File: src/rtl/uart2wifi_core_tx_arbiter.sv
// -----------------------------------------------------------------------------
// uart2wifi_core_tx_arbiter
//
// Round-robin scheduler that shares one UART transmitter between two byte
// sources (source 0 = host-data FIFO, source 1 = status/command FIFO). One byte
// at a time is popped from the granted FIFO, handed to the UART with a
// single-cycle tx_wr strobe, and tracked through the UART busy handshake.
// A per-source burst limit, an optional inter-byte gap, per-source sent
// counters and a sticky handshake-timeout flag are provided.
//
// Ports:
//   clk          system clock
//   rst          asynchronous reset, active low
//   enable       permits new bytes to start
//   src0_empty   source 0 FIFO empty
//   src0_data    source 0 FIFO head (show-ahead)
//   src0_rd      source 0 pop pulse
//   src1_empty   source 1 FIFO empty
//   src1_data    source 1 FIFO head (show-ahead)
//   src1_rd      source 1 pop pulse
//   tx_wr        UART write strobe, one cycle
//   tx_data      byte to UART, holds the last byte issued
//   tx_busy      UART transmitting
//   grant        one-hot owner of the current byte, 00 when idle
//   sent_count0  bytes sent from source 0 (wraps)
//   sent_count1  bytes sent from source 1 (wraps)
//   err_timeout  sticky: tx_busy did not rise within ACK_TIMEOUT clocks
//   clr_err      clears err_timeout (a new timeout wins over the clear)
// -----------------------------------------------------------------------------
module uart2wifi_core_tx_arbiter #(
    parameter int DATA_WIDTH  = 8,
    parameter int MAX_BURST   = 4,
    parameter int GAP_CYCLES  = 0,
    parameter int ACK_TIMEOUT = 8,
    parameter int CNT_WIDTH   = 16
) (
    input  logic                  clk,
    input  logic                  rst,
    input  logic                  enable,
    input  logic                  src0_empty,
    input  logic [DATA_WIDTH-1:0] src0_data,
    output logic                  src0_rd,
    input  logic                  src1_empty,
    input  logic [DATA_WIDTH-1:0] src1_data,
    output logic                  src1_rd,
    output logic                  tx_wr,
    output logic [DATA_WIDTH-1:0] tx_data,
    input  logic                  tx_busy,
    output logic [1:0]            grant,
    output logic [CNT_WIDTH-1:0]  sent_count0,
    output logic [CNT_WIDTH-1:0]  sent_count1,
    output logic                  err_timeout,
    input  logic                  clr_err
);

    // Counter widths; every counter is at least one bit wide so GAP_CYCLES=0
    // still elaborates cleanly.
    localparam int BURST_W = (MAX_BURST   > 1) ? $clog2(MAX_BURST + 1)   : 1;
    localparam int TO_W    = (ACK_TIMEOUT > 1) ? $clog2(ACK_TIMEOUT + 1) : 1;
    localparam int GAP_W   = (GAP_CYCLES  > 1) ? $clog2(GAP_CYCLES + 1)  : 1;

    localparam logic [BURST_W-1:0] BURST_MAX  = BURST_W'(MAX_BURST);
    localparam logic [BURST_W-1:0] BURST_ONE  = BURST_W'(1);
    localparam logic [TO_W-1:0]    TO_LAST    = TO_W'(ACK_TIMEOUT - 1);
    localparam logic [TO_W-1:0]    TO_ONE     = TO_W'(1);
    localparam logic [GAP_W-1:0]   GAP_LAST   = GAP_W'(GAP_CYCLES - 1);
    localparam logic [GAP_W-1:0]   GAP_ONE    = GAP_W'(1);
    localparam logic [CNT_WIDTH-1:0] CNT_ONE  = CNT_WIDTH'(1);

    typedef enum logic [2:0] {
        ST_IDLE      = 3'd0,
        ST_SEND      = 3'd1,
        ST_WAIT_BUSY = 3'd2,
        ST_WAIT_DONE = 3'd3,
        ST_GAP       = 3'd4
    } state_t;

    state_t                 state_r;
    state_t                 next_state_s;

    logic                   last_r;       // last source served (owner of the burst)
    logic [BURST_W-1:0]     burst_r;      // bytes sent by last_r in the current burst
    logic [TO_W-1:0]        wait_cnt_r;
    logic [GAP_W-1:0]       gap_cnt_r;

    logic                   tx_wr_r;
    logic                   src0_rd_r;
    logic                   src1_rd_r;
    logic [1:0]             grant_r;
    logic [DATA_WIDTH-1:0]  tx_data_r;
    logic [CNT_WIDTH-1:0]   cnt0_r;
    logic [CNT_WIDTH-1:0]   cnt1_r;
    logic                   err_r;

    logic                   owner_ne_s;
    logic                   other_ne_s;
    logic                   sel_valid_s;
    logic                   sel_src_s;
    logic                   start_s;
    logic                   timeout_hit_s;
    logic                   gap_done_s;
    state_t                 done_next_s;

    // Source selection: the owner keeps the grant only inside an active burst
    // (burst_r != 0) that has not hit the limit; otherwise the other source is
    // preferred, falling back to the owner when the other is empty.
    always_comb begin
        owner_ne_s  = last_r ? ~src1_empty : ~src0_empty;
        other_ne_s  = last_r ? ~src0_empty : ~src1_empty;
        sel_valid_s = 1'b0;
        sel_src_s   = last_r;
        if (owner_ne_s && (burst_r != '0) && (burst_r < BURST_MAX)) begin
            sel_valid_s = 1'b1;
            sel_src_s   = last_r;
        end else if (other_ne_s) begin
            sel_valid_s = 1'b1;
            sel_src_s   = ~last_r;
        end else if (owner_ne_s) begin
            sel_valid_s = 1'b1;
            sel_src_s   = last_r;
        end else begin
            sel_valid_s = 1'b0;
            sel_src_s   = last_r;
        end
    end

    // Handshake condition decode and the state that follows a completed byte.
    always_comb begin
        start_s       = (state_r == ST_IDLE) && enable && sel_valid_s;
        timeout_hit_s = (state_r == ST_WAIT_BUSY) && ~tx_busy && (wait_cnt_r == TO_LAST);
        gap_done_s    = (gap_cnt_r == GAP_LAST);
        if (GAP_CYCLES > 0) begin
            done_next_s = ST_GAP;
        end else begin
            done_next_s = ST_IDLE;
        end
    end

    // Next-state logic.
    always_comb begin
        next_state_s = state_r;
        case (state_r)
            ST_IDLE: begin
                if (start_s) begin
                    next_state_s = ST_SEND;
                end else begin
                    next_state_s = ST_IDLE;
                end
            end
            ST_SEND: begin
                next_state_s = ST_WAIT_BUSY;
            end
            ST_WAIT_BUSY: begin
                if (tx_busy) begin
                    next_state_s = ST_WAIT_DONE;
                end else if (timeout_hit_s) begin
                    next_state_s = done_next_s;
                end else begin
                    next_state_s = ST_WAIT_BUSY;
                end
            end
            ST_WAIT_DONE: begin
                if (!tx_busy) begin
                    next_state_s = done_next_s;
                end else begin
                    next_state_s = ST_WAIT_DONE;
                end
            end
            ST_GAP: begin
                if (gap_done_s) begin
                    next_state_s = ST_IDLE;
                end else begin
                    next_state_s = ST_GAP;
                end
            end
            default: begin
                next_state_s = ST_IDLE;
            end
        endcase
    end

    // State register.
    always_ff @(posedge clk or negedge rst) begin
        if (!rst) begin
            state_r <= ST_IDLE;
        end else begin
            state_r <= next_state_s;
        end
    end

    // Handshake timeout and inter-byte gap counters, cleared outside their state.
    always_ff @(posedge clk or negedge rst) begin
        if (!rst) begin
            wait_cnt_r <= '0;
            gap_cnt_r  <= '0;
        end else begin
            if (state_r == ST_WAIT_BUSY) begin
                wait_cnt_r <= wait_cnt_r + TO_ONE;
            end else begin
                wait_cnt_r <= '0;
            end
            if (state_r == ST_GAP) begin
                gap_cnt_r <= gap_cnt_r + GAP_ONE;
            end else begin
                gap_cnt_r <= '0;
            end
        end
    end

    // Strobes, grant and data latch; the strobes are registered from start_s
    // so they are high exactly while the FSM sits in SEND.
    always_ff @(posedge clk or negedge rst) begin
        if (!rst) begin
            tx_wr_r   <= 1'b0;
            src0_rd_r <= 1'b0;
            src1_rd_r <= 1'b0;
            grant_r   <= 2'b00;
            tx_data_r <= '0;
        end else begin
            tx_wr_r   <= start_s;
            src0_rd_r <= start_s & ~sel_src_s;
            src1_rd_r <= start_s &  sel_src_s;
            if (start_s) begin
                grant_r   <= sel_src_s ? 2'b10 : 2'b01;
                tx_data_r <= sel_src_s ? src1_data : src0_data;
            end else if (next_state_s == ST_IDLE) begin
                grant_r   <= 2'b00;
            end else begin
                grant_r   <= grant_r;
            end
        end
    end

    // Round-robin bookkeeping: last served source and its burst length.
    // Reset makes source 1 the last served so source 0 wins first.
    always_ff @(posedge clk or negedge rst) begin
        if (!rst) begin
            last_r  <= 1'b1;
            burst_r <= '0;
        end else begin
            if (start_s) begin
                last_r <= sel_src_s;
            end else begin
                last_r <= last_r;
            end
            if (state_r == ST_SEND) begin
                if (burst_r < BURST_MAX) begin
                    burst_r <= burst_r + BURST_ONE;
                end else begin
                    burst_r <= burst_r;
                end
            end else if (start_s && (sel_src_s != last_r)) begin
                burst_r <= '0;
            end else if ((state_r == ST_IDLE) && !owner_ne_s) begin
                // owner ran dry: its burst is over
                burst_r <= '0;
            end else begin
                burst_r <= burst_r;
            end
        end
    end

    // Per-source sent counters, bumped in SEND; a timed-out byte still counts.
    always_ff @(posedge clk or negedge rst) begin
        if (!rst) begin
            cnt0_r <= '0;
            cnt1_r <= '0;
        end else begin
            if ((state_r == ST_SEND) && grant_r[0]) begin
                cnt0_r <= cnt0_r + CNT_ONE;
            end else begin
                cnt0_r <= cnt0_r;
            end
            if ((state_r == ST_SEND) && grant_r[1]) begin
                cnt1_r <= cnt1_r + CNT_ONE;
            end else begin
                cnt1_r <= cnt1_r;
            end
        end
    end

    // Sticky timeout flag; a new timeout beats a simultaneous clear.
    always_ff @(posedge clk or negedge rst) begin
        if (!rst) begin
            err_r <= 1'b0;
        end else if (timeout_hit_s) begin
            err_r <= 1'b1;
        end else if (clr_err) begin
            err_r <= 1'b0;
        end else begin
            err_r <= err_r;
        end
    end

    assign tx_wr       = tx_wr_r;
    assign src0_rd     = src0_rd_r;
    assign src1_rd     = src1_rd_r;
    assign grant       = grant_r;
    assign tx_data     = tx_data_r;
    assign sent_count0 = cnt0_r;
    assign sent_count1 = cnt1_r;
    assign err_timeout = err_r;

endmodule
File: config.mk
export PLATFORM = sky130hd
export DESIGN_NAME = uart2wifi_core_tx_arbiter
export DESIGN_NICKNAME = d
export VERILOG_FILES = /design/src/rtl/uart2wifi_core_tx_arbiter.sv
export SDC_FILE = /design/constraint.sdc
export NUM_CORES = 1
export LEC_CHECK = 0
export CAP_MARGIN = 20
export CORE_MARGIN = 5
export CORE_UTILIZATION = 55
export CTS_CLUSTER_DIAMETER = 50
export CTS_CLUSTER_SIZE = 28
export DETAILED_ROUTE_END_ITERATION = 10
export DONT_BUFFER_PORTS = 1
export MAX_ROUTING_LAYER = met4
export PLACE_DENSITY = 0.67
export SLEW_MARGIN = 20
export SYNTH_ARGS = -nofsm -noshare
export SYNTH_HDL_FRONTEND = slang
export SYNTH_SLANG_ARGS = --single-unit
File: constraint.sdc
create_clock -name clk -period 3.9 [get_ports clk]
set_input_delay 0.78 -clock clk [delete_from_list [all_inputs] [get_ports clk]]
set_output_delay 0.78 -clock clk [all_outputs]
set_load 0.005 [all_outputs]
==> results.sh <==
export IMPL_status="completed"
export IMPL_p_leak_nw=1.334
export IMPL_cts_buffer_depth=2
export IMPL_synth_xor_area_share_pct=10.35
export IMPL_dp_cells=305
export IMPL_yosysSeqAreaShare_pct=53.63
export IMPL_slew_violations=0
export IMPL_p_int_mw=1.189
export IMPL_rsz0062_at_grt="no"
export IMPL_avgRoutedWirePerCell_um=15.17
export IMPL_cts_htree_levels=3
export IMPL_power_density_nw_per_um2=599.9
export IMPL_area_growth_pct=8.407
export IMPL_grt_overflow=0
export IMPL_hpwl_mm=3.485
export IMPL_core_um2=4755
export IMPL_syn_inst=245
export IMPL_maxSlewHeadroom_pct=50.40
export IMPL_mostFrequentLayoutCells="dfrtp_1 (57), nand2_1 (22), xnor2_1 (21)"
export IMPL_final_common_cell="dfrtp_1"
export IMPL_ys_flop_type="dfrtp_1"
export IMPL_synth_edff_count=0
export IMPL_post_route_min_period_ps=2142
export IMPL_vias=1749
export IMPL_synth_cell_types=44
export IMPL_layout_drive_gt1_share_pct=11.42
export IMPL_pwr_share_clk_pct=30.3
export IMPL_cp_data_required_time_ps=4160
export IMPL_grt_start_max_net_pins=59
export IMPL_post_cts_buffers=0
export IMPL_place_congestion=0.8257
export IMPL_firstDrtPassIters=4
export IMPL_fin_nets=277
export IMPL_n_antenna_cell=0
export IMPL_clockRootBuffer="clkbuf_8"
export IMPL_wl_mm=4.869
export IMPL_pwr_share_comb_pct=19.7
export IMPL_worstSetupEndpointType="flip-flop"
export IMPL_syn_nets=273
export IMPL_tightest_slew_ps=740.1
export IMPL_die_w_um=80.18
export IMPL_netlist_top_cells_area="dfrtp_1 (53%), xnor2_1 (6.8%), xor2_1 (3.6%), nand2_1 (3.0%), mux2i_1 (3.0%)"
export IMPL_grt_usage_pct=17.69
export IMPL_multi_input_area_um2=1150
export IMPL_remaining_drc_errors=0
export IMPL_fin_util_pct=61.76
export IMPL_fmax_mhz=466.9
export IMPL_path_cells="nor2_1, nand4b_1, o311ai_0, a21boi_1"
export IMPL_cts_tree="done"
export IMPL_regArea_um2=1453
export IMPL_ys_ff_latch=58
export IMPL_cts_hold_buf=0
export IMPL_rr_endpoint="burst_r[2]$_DFFE_PN0P_"
export IMPL_slowest_stage="nand4b_1"
export IMPL_ys_warn_count=0
export IMPL_p_total_mw=1.762
export IMPL_synth_top_area_share_pct=52.66
export IMPL_r2r_setup_slack_ps=1760
export IMPL_clkTransAtPathRegs_ps=70
export IMPL_clkSinkCount=58
export IMPL_r2r_start="state_r[1]$_DFF_PN0_"
export IMPL_cp_endpoint="burst_r[2]$_DFFE_PN0P_"
export IMPL_power_switching_uw=572.2
export IMPL_cts_inserted_buffers=9
export IMPL_crit_type="flip-flop to flip-flop"
export IMPL_arrival_ps=2400
export IMPL_sequentialPowerShare_pct=50.0
export IMPL_crit_path_max_fanout=21
export IMPL_crit_path_start_kind="flip-flop"
export IMPL_clock_latency_ps=330
export IMPL_yosysTopAreaCell="dfrtp_1"
export IMPL_grt_pass1_wl_mm=8.404
export IMPL_fin_setup_tns_ps=0
export IMPL_start_util_pct=56.97
export IMPL_netlist_area_um2=2709
export IMPL_hold_viol_final=0
export IMPL_avgViaCountPerCell=5.449
export IMPL_synth_compound_area_share_pct=6.467
export IMPL_io_pins=69
export IMPL_period_share_pct=54.91
export IMPL_stdcell_count=321
export IMPL_drt_initial_drc_count=84
export IMPL_netSwitchingFraction_pct=32.48
export IMPL_synth_mux_area_share_pct=4.203
export IMPL_ant_nets=0
export IMPL_ir_drop_mv=0.3709
export IMPL_ys_async_sr_fraction_pct=100.0
export IMPL_maxCapViolCount=0
export IMPL_synth_top_family_by_area="simple AND/OR/NAND/NOR gates"
export IMPL_ff2ff_path_depth=4
export IMPL_critical_path_startpoint="state_r[1]$_DFF_PN0_"
export IMPL_hp_class="input port to asynchronous set/reset pin"
export IMPL_fin_skew_ps=7.194
export IMPL_core_rowCount=25
export IMPL_die_area_um2=6429
export IMPL_yosys_area_share_adder_pct=2.309
export IMPL_cts_resized=0
export IMPL_finalSetupViolCount=0
export IMPL_max_stage_delay_ps=620
export IMPL_die_h_um=80.18
export IMPL_synth_simple_gate_area_share_pct=19.12
export IMPL_grt_pass1_vias=1701
export IMPL_antenna_found_initial=0
export IMPL_fillers=391
export IMPL_io_buffers=0
export IMPL_avgSynthCellArea_um2=11.06
cell type report:
class / count / share of cell area (%)
repair buffers: 1 / 0.2556
clock buffers: 9 / 4.218
inverters: 13 / 1.662
clock inverters: 7 / 2.386
well taps: 67 / 2.855
flip-flops and latches: 58 / 49.47
multi-input cells: 166 / 39.16
cells in the mapped netlist (2+ instances only):
cell / number
dfrtp_1: 57
nand4_1: 10
nor4_2: 3
a21oi_1: 4
buf_6: 2
nor3_1: 6
buf_4: 2
nand3_1: 11
and3_1: 5
o21ai_1: 9
xnor2_1: 21
nor2_1: 12
nand4bb_1: 2
mux2_2: 3
nor4b_1: 2
ha_1: 5
inv_1: 13
o21ai_0: 5
a21o_1: 3
and2_1: 4
nand2_1: 22
buf_2: 4
mux2i_1: 8
xor2_1: 11
or3_1: 2
flip-flops by register name, indices dropped and copies added, names as in the netlist:
register / cells
tx_data: 8
state_r: 3
last_r: 1
src1_rd: 1
sent_count1: 16
gap_cnt_r: 1
sent_count0: 16
grant: 2
tx_wr: 1
src0_rd: 1
burst_r: 3
err_timeout: 1
wait_cnt_r: 4
power groups by stage:
stage / logic (mW) / clock network [mW] / registers [mW]
6_report: 0.347 / 0.534 / 0.880
5_1_grt: 0.407 / 0.577 / 0.902
3_3_place_gp: 0.344 / 0 / 0.893
2_1_floorplan: 0.336 / 0 / 0.830
3_5_place_dp: 0.354 / 0 / 0.896
4_1_cts: 0.354 / 0.549 / 0.886
worst max-delay path: cells and delay by family (launching register included):
family           cells  cell delay, ps
AO/OA/AOI/OAI        2             710
AND/OR/NAND/NOR      2             850
flip-flops           1             500
cell families (layout without fill, tap and decap cells):
group	after synthesis	count (layout)
xor+xnor	32	32
simple gates	89	89
mux	11	11
buf+inv	21	30
fa+ha+maj	5	5
compound gates	29	29
flops	58	58
worst min path at each step:
stage                         from                    endpoint  slack, ps
2_1_floorplan  gap_cnt_r$_DFF_PN0_        state_r[2]$_DFF_PN0_        410
3_3_place_gp   gap_cnt_r$_DFF_PN0_        state_r[2]$_DFF_PN0_        440
3_5_place_dp   gap_cnt_r$_DFF_PN0_        state_r[2]$_DFF_PN0_        430
4_1_cts                        rst  sent_count0[0]$_DFFE_PN0P_        110
5_1_grt                        rst  sent_count0[0]$_DFFE_PN0P_        110
6_report                       rst  sent_count0[0]$_DFFE_PN0P_        130
per-layer routing:
metal	GRT usage, %	share of wire (%)
met5	-	0
met4	10.14	2.1
met3	7.399	7.4
met2	26.49	48
met1	19.90	43
through the flow:
stage,hold slack [ps],worst slack (ps),instance area [µm²]
3_3_place_gp,440.3,1629,2743
3_5_place_dp,425.9,1602,2743
4_1_cts,114.5,1687,2937
2_1_floorplan,409.9,2177,2709
6_report,132.6,1758,2937
5_1_grt,105.1,1499,2937
Note: power is estimated with default switching activity, not from simulation.
